### config.mk
export PLATFORM = sky130hd
export DESIGN_NAME = branch_predictor
export DESIGN_NICKNAME = d
export VERILOG_FILES = /design/src/rtl/branch_predictor_pkg.sv /design/src/rtl/branch_predictor_bht.sv /design/src/rtl/branch_predictor.sv
export SDC_FILE = /design/constraint.sdc
export NUM_CORES = 2
export LEC_CHECK = 0
export CORE_UTILIZATION = 40
export DETAILED_ROUTE_END_ITERATION = 12
export SLEW_MARGIN = 5
export SYNTH_ARGS = -nofsm -noshare
export SYNTH_HDL_FRONTEND = slang
export SYNTH_MEMORY_MAX_BITS = 65536
export SYNTH_SLANG_ARGS = --single-unit
export TNS_END_PERCENT = 1
### constraint.sdc
create_clock -name clk -period 7.4 [get_ports clk]
set_clock_uncertainty 0.15 [all_clocks]
set_input_delay 1.11 -clock clk [delete_from_list [all_inputs] [get_ports clk]]
set_output_delay 1.11 -clock clk [all_outputs]
set_load 0.03 [all_outputs]
### src/rtl/branch_predictor_pkg.sv
`default_nettype none
// ============================================================================
// Module   : branch_predictor_pkg
// Purpose  : Shared types and constants for the branch predictor slice:
//            default table sizes, the 2-bit BHT counter type with its named
//            states, the BTB entry record and the saturating counter update.
// Ports    : none (package)
// Revision : 1.0 - initial release
// ============================================================================
package branch_predictor_pkg;

  localparam int BTB_ENTRIES_DEFAULT = 64;
  localparam int BHT_ENTRIES_DEFAULT = 256;

  typedef logic [1:0] bht_ctr_t;

  localparam bht_ctr_t STRONG_NT = 2'b00;
  localparam bht_ctr_t WEAK_NT   = 2'b01;
  localparam bht_ctr_t WEAK_T    = 2'b10;
  localparam bht_ctr_t STRONG_T  = 2'b11;

  // Tag is kept at full 32-bit width (zero-extended PC upper bits) so the
  // record layout does not depend on the BTB size.
  typedef struct packed {
    logic        valid;
    logic [31:0] tag;
    logic [31:0] target;
  } btb_entry_t;

  // 2-bit saturating counter step towards the resolved outcome.
  function automatic bht_ctr_t ctr_next(input bht_ctr_t c, input logic taken);
    bht_ctr_t r;
    if (taken) r = (c == STRONG_T)  ? STRONG_T  : bht_ctr_t'(c + 2'd1);
    else       r = (c == STRONG_NT) ? STRONG_NT : bht_ctr_t'(c - 2'd1);
    return r;
  endfunction

endpackage : branch_predictor_pkg
`default_nettype wire

### src/rtl/branch_predictor_bht.sv
`default_nettype none
// ============================================================================
// Module   : bht_counter_array
// Purpose  : Array of 2-bit saturating branch-history counters with one
//            combinational read port and one synchronous update port.
//            Reset returns every counter to WEAK_NT.
// Ports    : clk, rst        - clock, synchronous active-high reset
//            i_rd_idx        - read index (IF-stage lookup)
//            o_rd_ctr        - counter value at i_rd_idx (pre-update value)
//            i_we            - update strobe
//            i_wr_idx        - counter to update
//            i_taken         - resolved outcome driving the update direction
// Revision : 1.0 - initial release
// ============================================================================
module bht_counter_array
  import branch_predictor_pkg::*;
#(
  parameter int ENTRIES = BHT_ENTRIES_DEFAULT
) (
  input  logic                       clk,
  input  logic                       rst,
  input  logic [$clog2(ENTRIES)-1:0] i_rd_idx,
  output bht_ctr_t                   o_rd_ctr,
  input  logic                       i_we,
  input  logic [$clog2(ENTRIES)-1:0] i_wr_idx,
  input  logic                       i_taken
);

  bht_ctr_t r_ctr [ENTRIES];

  always_ff @(posedge clk) begin
    if (rst) begin
      for (int i = 0; i < ENTRIES; i++) begin
        r_ctr[i] <= WEAK_NT;
      end
    end else if (i_we) begin
      r_ctr[i_wr_idx] <= ctr_next(r_ctr[i_wr_idx], i_taken);
    end
  end

  // Read straight from the flops: a same-cycle update is not bypassed.
  assign o_rd_ctr = r_ctr[i_rd_idx];

endmodule : bht_counter_array
`default_nettype wire

### src/rtl/branch_predictor.sv
`default_nettype none
// ============================================================================
// Module   : branch_predictor
// Purpose  : Branch target buffer with optional 2-bit BHT. Looks up the
//            IF-stage PC combinationally, carries the prediction through ID
//            and EX stage flops and applies BTB/BHT updates from EX.
// Ports    : clk, rst                  - clock, synchronous active-high reset
//            pc_if_i                   - IF fetch PC
//            pred_taken_if_o           - predicted taken for pc_if_i
//            pred_target_if_o          - predicted target (0 if not taken)
//            stall_id_i / clear_id_i   - ID stage-register control
//            stall_ex_i / clear_ex_i   - EX stage-register control
//            branch_prediction_ex_o    - prediction of the EX instruction
//            pc_ex_i                   - EX branch PC (update index)
//            branch_target_ex_i        - resolved target
//            branch_taken_ex_i         - resolved outcome
//            btb_we_i / btb_clear_i    - BTB write / invalidate (clear wins)
//            bht_we_i                  - BHT counter update
//            stat_lookups_o            - lookups captured into ID
//            stat_mispredicts_o        - cycles with any update strobe
// Config   : BRANCH_PRED_STATS_EN - builds the saturating statistics
//            counters; otherwise both stat ports are tied to 0.
// Revision : 1.0 - initial release
// ============================================================================
module branch_predictor
  import branch_predictor_pkg::*;
#(
  parameter int BTB_ENTRIES = BTB_ENTRIES_DEFAULT,
  parameter int BHT_ENTRIES = BHT_ENTRIES_DEFAULT,
  parameter bit USE_BHT     = 1'b1
) (
  input  logic        clk,
  input  logic        rst,
  input  logic [31:0] pc_if_i,
  output logic        pred_taken_if_o,
  output logic [31:0] pred_target_if_o,
  input  logic        stall_id_i,
  input  logic        clear_id_i,
  input  logic        stall_ex_i,
  input  logic        clear_ex_i,
  output logic        branch_prediction_ex_o,
  input  logic [31:0] pc_ex_i,
  input  logic [31:0] branch_target_ex_i,
  input  logic        branch_taken_ex_i,
  input  logic        btb_we_i,
  input  logic        btb_clear_i,
  input  logic        bht_we_i,
  output logic [31:0] stat_lookups_o,
  output logic [31:0] stat_mispredicts_o
);

  localparam int IW = $clog2(BTB_ENTRIES);
  localparam int BW = $clog2(BHT_ENTRIES);

  // --------------------------------------------------------------------------
  // BTB storage and indexing
  // --------------------------------------------------------------------------
  btb_entry_t r_btb [BTB_ENTRIES];

  logic [IW-1:0] w_if_idx;
  logic [IW-1:0] w_ex_idx;
  logic [31:0]   w_if_tag;
  logic [31:0]   w_ex_tag;
  btb_entry_t    w_if_entry;
  logic          w_hit;

  assign w_if_idx = pc_if_i[IW+1:2];
  assign w_ex_idx = pc_ex_i[IW+1:2];
  assign w_if_tag = pc_if_i >> (IW + 2);
  assign w_ex_tag = pc_ex_i >> (IW + 2);

  always_ff @(posedge clk) begin
    if (rst) begin
      // Tags and targets are left as they are; only valid matters.
      for (int i = 0; i < BTB_ENTRIES; i++) begin
        r_btb[i].valid <= 1'b0;
      end
    end else if (btb_clear_i) begin
      r_btb[w_ex_idx].valid <= 1'b0;
    end else if (btb_we_i) begin
      r_btb[w_ex_idx] <= '{valid: 1'b1, tag: w_ex_tag, target: branch_target_ex_i};
    end
  end

  assign w_if_entry = r_btb[w_if_idx];
  assign w_hit      = w_if_entry.valid && (w_if_entry.tag == w_if_tag);

  // --------------------------------------------------------------------------
  // Direction predictor: BHT counter, or "always taken on hit" without it
  // --------------------------------------------------------------------------
  bht_ctr_t w_bht_ctr;

  generate
    if (USE_BHT) begin : g_bht
      bht_counter_array #(
        .ENTRIES (BHT_ENTRIES)
      ) u_bht (
        .clk      (clk),
        .rst      (rst),
        .i_rd_idx (pc_if_i[BW+1:2]),
        .o_rd_ctr (w_bht_ctr),
        .i_we     (bht_we_i),
        .i_wr_idx (pc_ex_i[BW+1:2]),
        .i_taken  (branch_taken_ex_i)
      );
    end else begin : g_no_bht
      assign w_bht_ctr = STRONG_T;
    end
  endgenerate

  assign pred_taken_if_o  = w_hit && w_bht_ctr[1];
  assign pred_target_if_o = pred_taken_if_o ? w_if_entry.target : 32'd0;

  // --------------------------------------------------------------------------
  // ID / EX prediction stage flops (stall beats clear)
  // --------------------------------------------------------------------------
  logic r_pred_id;
  logic r_pred_ex;

  always_ff @(posedge clk) begin
    if (rst) begin
      r_pred_id <= 1'b0;
      r_pred_ex <= 1'b0;
    end else begin
      if (!stall_id_i) r_pred_id <= clear_id_i ? 1'b0 : pred_taken_if_o;
      if (!stall_ex_i) r_pred_ex <= clear_ex_i ? 1'b0 : r_pred_id;
    end
  end

  assign branch_prediction_ex_o = r_pred_ex;

  // --------------------------------------------------------------------------
  // Optional statistics
  // --------------------------------------------------------------------------
`ifdef BRANCH_PRED_STATS_EN
  logic [31:0] r_stat_lookups;
  logic [31:0] r_stat_mispredicts;

  always_ff @(posedge clk) begin
    if (rst) begin
      r_stat_lookups     <= 32'd0;
      r_stat_mispredicts <= 32'd0;
    end else begin
      if (!stall_id_i && !clear_id_i && (r_stat_lookups != 32'hFFFF_FFFF))
        r_stat_lookups <= r_stat_lookups + 32'd1;
      if ((btb_we_i || btb_clear_i || bht_we_i) && (r_stat_mispredicts != 32'hFFFF_FFFF))
        r_stat_mispredicts <= r_stat_mispredicts + 32'd1;
    end
  end

  assign stat_lookups_o     = r_stat_lookups;
  assign stat_mispredicts_o = r_stat_mispredicts;
`else
  assign stat_lookups_o     = 32'd0;
  assign stat_mispredicts_o = 32'd0;
`endif

  // Byte-offset bits and, in some configurations, BHT inputs and the
  // counter's hysteresis bit have no consumer.
  logic w_unused_ok;
  assign w_unused_ok = &{1'b0, pc_if_i[1:0], pc_ex_i[1:0], w_bht_ctr[0],
                         bht_we_i, branch_taken_ex_i};

endmodule : branch_predictor
`default_nettype wire

# Word-level counts from Yosys, hierarchy flattened
# Memory sizes are Yosys's and may differ from the RTL's.
# Index checks and enable logic that the tools add are counted.
[totals] ff_bits=2 ramBits=4160 out_inout_bits=98 mem_count=2
[memory_table] name="r_btb" words=64 width=57 rd=1 rd_ports_with_merged_regs=0 write_ports=64 line_no="branch_predictor.sv:58" rtl="btb_entry_t r_btb [BTB_ENTRIES];"
[memory_table] name="g_bht.u_bht.r_ctr" words=256 width=2 rd=2 rd_ports_with_merged_regs=0 write_ports=256 line_no="branch_predictor_bht.sv:29" rtl="bht_ctr_t r_ctr [ENTRIES];"
[classes] n_addsub=2 n_eq_ne=2 mux=27 bitwise=1 reduce_logical=5
[op_table] op="2-to-1 mux 57 bit" count=1
[op_table] op="OR reduction 57 bit" count=1
[op_table] op="equality test 32 x 24 -> 1 bit" count=1
[op_table] op="2-to-1 mux 32 bit" count=1
[op_table] op="2-to-1 mux 1 bit" count=16
[op_table] op="2-to-1 mux 2 bit" count=7
[op_table] op="2-to-1 mux 8 bit" count=1
[op_table] op="2-to-1 mux 6 bit" count=1
[op_table] op="adder 2 x 1 -> 2 bit (second input constant)" count=1
[op_table] op="equality test 2 bit (second input constant)" count=1
[op_table] op="logical AND 1 bit" count=2
[op_table] op="zero test 2 bit" count=1
[op_table] op="OR reduction 2 bit" count=1
[op_table] op="subtractor 2 x 1 -> 2 bit (second input constant)" count=1
[op_table] op="bitwise OR 1 bit" count=1

# Logic depth before layout (Yosys ltp)
[logic_depth] ltp_word=7 mapped_depth=17

# By module
# From an unflattened synthesis, not the netlist that was laid out.
[hier_totals] cells_unflattened=8350 area_unflattened_um2=170832.6
[modules_own_cells] mod="branch_predictor" n_inst=1 cells_per_inst=6024 area_each_um2=141037.8 seq_area_each_um2=109585.1
[modules_own_cells] mod="bht_counter_array" n_inst=1 cells_per_inst=2326 area_each_um2=29794.8 seq_area_each_um2=15374.7

# Least setup slack after synthesis
# No wires, ideal clock.
[synth_timing] kind="input -> register" start="input port pc_ex_i[2]" end="memory r_btb[29][0] (netlist bit), enable pin" setup_ps=539 arrival_ps=6701 required_time_ps=6711 slack_ps=10 stages=7 path_buffers=4 cell_sequence="buf_2 > buf_2 > clkbuf_1 > clkbuf_1 > nor2b_1 > nand2_1 > nor3_1"
[synth_rtl] item="start: declaration" line_no="branch_predictor.sv:42" rtl="input logic [31:0] pc_ex_i,"
[synth_rtl] item="end: declaration" line_no="branch_predictor.sv:58"

# Final worst setup path
[layout_timing] start="input port pc_if_i[2]" end="output port pred_target_if_o[17]"
[layout_between] elab_chain_cells=5 word_cells_on_any_way=6 classes_between="eq/ne: 1; mux: 1; reduce/logical: 2; memory: 2"
[layout_rtl] item="start: declaration" line_no="branch_predictor.sv:34" rtl="input logic [31:0] pc_if_i,"
[layout_rtl] item="memory (64 x 57 bit)"
[layout_rtl] item="equality test 32 x 24 -> 1 bit" line_no="branch_predictor.sv:86" rtl="assign w_hit = w_if_entry.valid && (w_if_entry.tag == w_if_tag);"
[layout_rtl] item="logical AND 1 bit" line_no="branch_predictor.sv:86"
[layout_rtl] item="logical AND 1 bit" line_no="branch_predictor.sv:111" rtl="assign pred_taken_if_o = w_hit && w_bht_ctr[1];"
[layout_rtl] item="2-to-1 mux 32 bit (*)" line_no="branch_predictor.sv:112" rtl="assign pred_target_if_o = pred_taken_if_o ? w_if_entry.target : 32'd0;"
[layout_rtl] item="end: declaration" line_no="branch_predictor.sv:36" rtl="output logic [31:0] pred_target_if_o,"
# Mark *: on every way between the ends. The rest lies on a longest branch, timed or not.

==> flow_metrics.env <==
export IMPL_gp_congestion=0.851
export IMPL_hold_viol=0
export IMPL_ctsResizeCount=0
export IMPL_path_cells="buf_16 > buf_4 > mux4_2 > a32oi_1 > o22ai_1 > nor4_1 > a21oi_1 > nand4b_1 > nor4_1 > nand4_1 > buf_12 > buf_12 > nor3b_1 > buf_4 > buf_12"
export IMPL_p_int_mw=38.6
export IMPL_cpMostUsedCell="buf_12"
export IMPL_synth_seq_cells=4162
export IMPL_path_clk_slew_ns=0.06
export IMPL_powerDensity_nw_per_um2=259
export IMPL_utilization_pct=45.8
export IMPL_cts_root_buf="clkbuf_16"
export IMPL_cp_start_kind="input port"
export IMPL_via_per_inst=6.25
export IMPL_max_slew_margin_pct=5.22
export IMPL_dpl_cell_count=13530
export IMPL_seqPwrFrac_pct=52.7
export IMPL_power_switching_mw=10.9
export IMPL_slew_viol_final=0
export IMPL_routed_wl_um=511000
export IMPL_critPathMaxFanout=59
export IMPL_vias=89245
export IMPL_io_pins=204
export IMPL_outcome="finished, final reports clean"
export IMPL_min_period_ns=7.03
export IMPL_async_flop_share_pct=0
export IMPL_grt_max_degree=160
export IMPL_setup_ws_ns=0.367
export IMPL_crit_family="simple AND/OR/NAND/NOR gates"
export IMPL_io_buffer_count=135
export IMPL_post_cts_buffers=0
export IMPL_wl_met3_um=50400
export IMPL_placed_cell_area_um2=178000
export IMPL_synth_commonest_cells="4160 x edfxtp_1, 1244 x mux4_2, 318 x nand3_1"
export IMPL_cts_sinks=4162
export IMPL_yosysWarnings=0
export IMPL_pwr_share_comb_pct=5.7
export IMPL_overflow=0
export IMPL_grt_pass1_wl_um=700000
export IMPL_dieWidth_um=650
export IMPL_grt_setup_unrepaired="false"
export IMPL_wl_met2_um=244000
export IMPL_seq_area_frac_synth_pct=74.4
export IMPL_clk_path_buf_depth=4
export IMPL_n_fill_cell=34453
export IMPL_fin_crit_sh_pct=95.0
export IMPL_ys_top_cells_by_area="edfxtp_1 74%, mux4_2 17%, mux2i_1 0.99%"
export IMPL_clk_insertion_delay_late_ns=1.00
export IMPL_synth_most_common_cell="edfxtp_1"
export IMPL_min_path_type="register to register"
export IMPL_synth_cells=8131
export IMPL_rows=237
export IMPL_finalSetupTns_ns=0
export IMPL_power_frac_clock_pct=41.5
export IMPL_dieArea_um2=422000
export IMPL_antenna_found_initial=48
export IMPL_htreeDepth=5
export IMPL_final_nets=8556
export IMPL_finalSetupViolations=0
export IMPL_drc=0
export IMPL_critical_path_max_stage_delay_ns=0.61
export IMPL_synth_cell_types=74
export IMPL_critPathSlowestCell="nor4_1"
export IMPL_synth_top_area_share_pct=74.4
export IMPL_wl_per_cell_um=35.7
export IMPL_pre_cts_ws_ns=0.438
export IMPL_drt_iter0_drc=13336
export IMPL_drtPass1Iterations=9
export IMPL_hpwlAfterDp_um=276000
export IMPL_tightest_slew_ns=1.42
export IMPL_cts_hold_buffers=0
export IMPL_leakagePower_nw=58.0
export IMPL_synthFlopType="edfxtp_1"
export IMPL_syn_to_final_growth_pct=13.7
export IMPL_cts_buffers=415
export IMPL_max_vdd_ir_drop_mv=0.200
export IMPL_ant_nets=0
export IMPL_end_kind="output pin"
export IMPL_initial_core_util_pct=40.3
export IMPL_synth_cell_area_um2=168000
export IMPL_die_h_um=650
export IMPL_finalInstanceArea_um2=191000
export IMPL_cts_tree="yes"
export IMPL_wl_met1_um=193000
export IMPL_worstSetupPathType="input port to output pin"
export IMPL_finalNonFillerCells=14289
export IMPL_core_um2=417000
export IMPL_worstPathRequired_ns=6.14
export IMPL_cp_num_buf_inv=6
export IMPL_gr_usage_all_layers_pct=23.6
export IMPL_yosysTopAreaCell="edfxtp_1"
export IMPL_max_cap_violations=0
export IMPL_synth_avg_cell_area_um2=20.7
export IMPL_switching_share_pct=22.0
export IMPL_cp_data_arrival_time_ns=5.77
export IMPL_highest_layer="met5"
export IMPL_drive_above_1_share_pct=27.7
export IMPL_first_global_vias=88729
export IMPL_synth_edf_count=4160
export IMPL_fmaxAchievable_mhz=142
final cells by class:
cell class | count | area, um^2 | share of cell area (%)
clock inverters | 235 | 2200 | 1.15
multi-input cells | 3337 | 40400 | 21.1
flip-flops and latches | 4162 | 125000 | 65.4
clock buffers | 513 | 10900 | 5.70
repair buffers | 519 | 5620 | 2.94
well taps | 5497 | 6880 | 3.60
inverters | 15 | 76.3 | 0.0400
diodes | 11 | 27.5 | 0.0144
flip-flops by register name, indices dropped and copies added (netlist names):
name and count:
r_btb 3648, g_bht.u_bht.r_ctr 512, branch_prediction_ex_o 1, r_pred_id 1
worst reg2reg max path, delay by kind of cell, from the launching register on:
kind / cells / cell delay, ns
AOI/OAI and AO/OA: 3 / 0.95
buffers and inverters: 1 / 0.24
DFF: 1 / 0.37
muxes: 2 / 0.80
and+or+nand+nor: 4 / 1.70
cell usage in the layout (no fill, tap or decap), types with 47 or more instances in the layout:
cell type,n
buf_4,282
a22oi_1,70
o21ai_0,313
nor2_4,62
edfxtp_1,4160
clkinv_2,70
clkbuf_1,92
nor2_1,178
nand2_1,217
buf_2,56
a21oi_1,47
mux2i_1,166
clkinv_1,92
nand3_1,318
clkbuf_16,421
mux4_2,1244
buf_12,137
nor3_1,267
conb_1,64
metrics by stage:
stage / hold WS [ns] / power, mW
after floorplan: 0.291 / 28.3
after global routing: 0.477 / 50.7
final: 0.423 / 49.5
after CTS: 0.476 / 49.7
after global placement: 0.461 / 29.4
after detailed placement: 0.462 / 29.4
power by group through the flow:
stage	clock, mW	sequential, mW	combinational, mW
CTS	20.8	26.1	2.84
detailed placement	0	26.6	2.84
global route	21.6	26.1	2.98
global placement	0	26.6	2.78
floorplan	0	26.6	1.75
finish	20.6	26.1	2.85
worst paths after layout:
path,from,endpoint,slack (ns),cells past startpoint
max,pc_if_i[2],pred_target_if_o[17],0.37,15
min,branch_prediction_ex_o,branch_prediction_ex_o,0.42,2
max reg2reg,r_btb[2][51],r_pred_id,3.00,10
min reg2reg,branch_prediction_ex_o,branch_prediction_ex_o,0.42,2
layer usage:
layer / GRT usage [%] / vias up
li1: - / 34603
met1: 32.0 / 48053
met2: 38.2 / 5466
met3: 4.22 / 1111
met4: 9.12 / 12
met5: 0 / -
cells by family after synthesis:
logic type / Yosys count / synth area share (%)
DFF: 4162 / 74.4
and+or+nand+nor: 1238 / 3.51
AOI/OAI and AO/OA: 588 / 2.16
buffers and inverters: 695 / 2.02
other: 1 / 0.00223
muxes: 1435 / 17.8
xor gates and xnor gates: 12 / 0.0626
(Power assumes the default switching activity.)
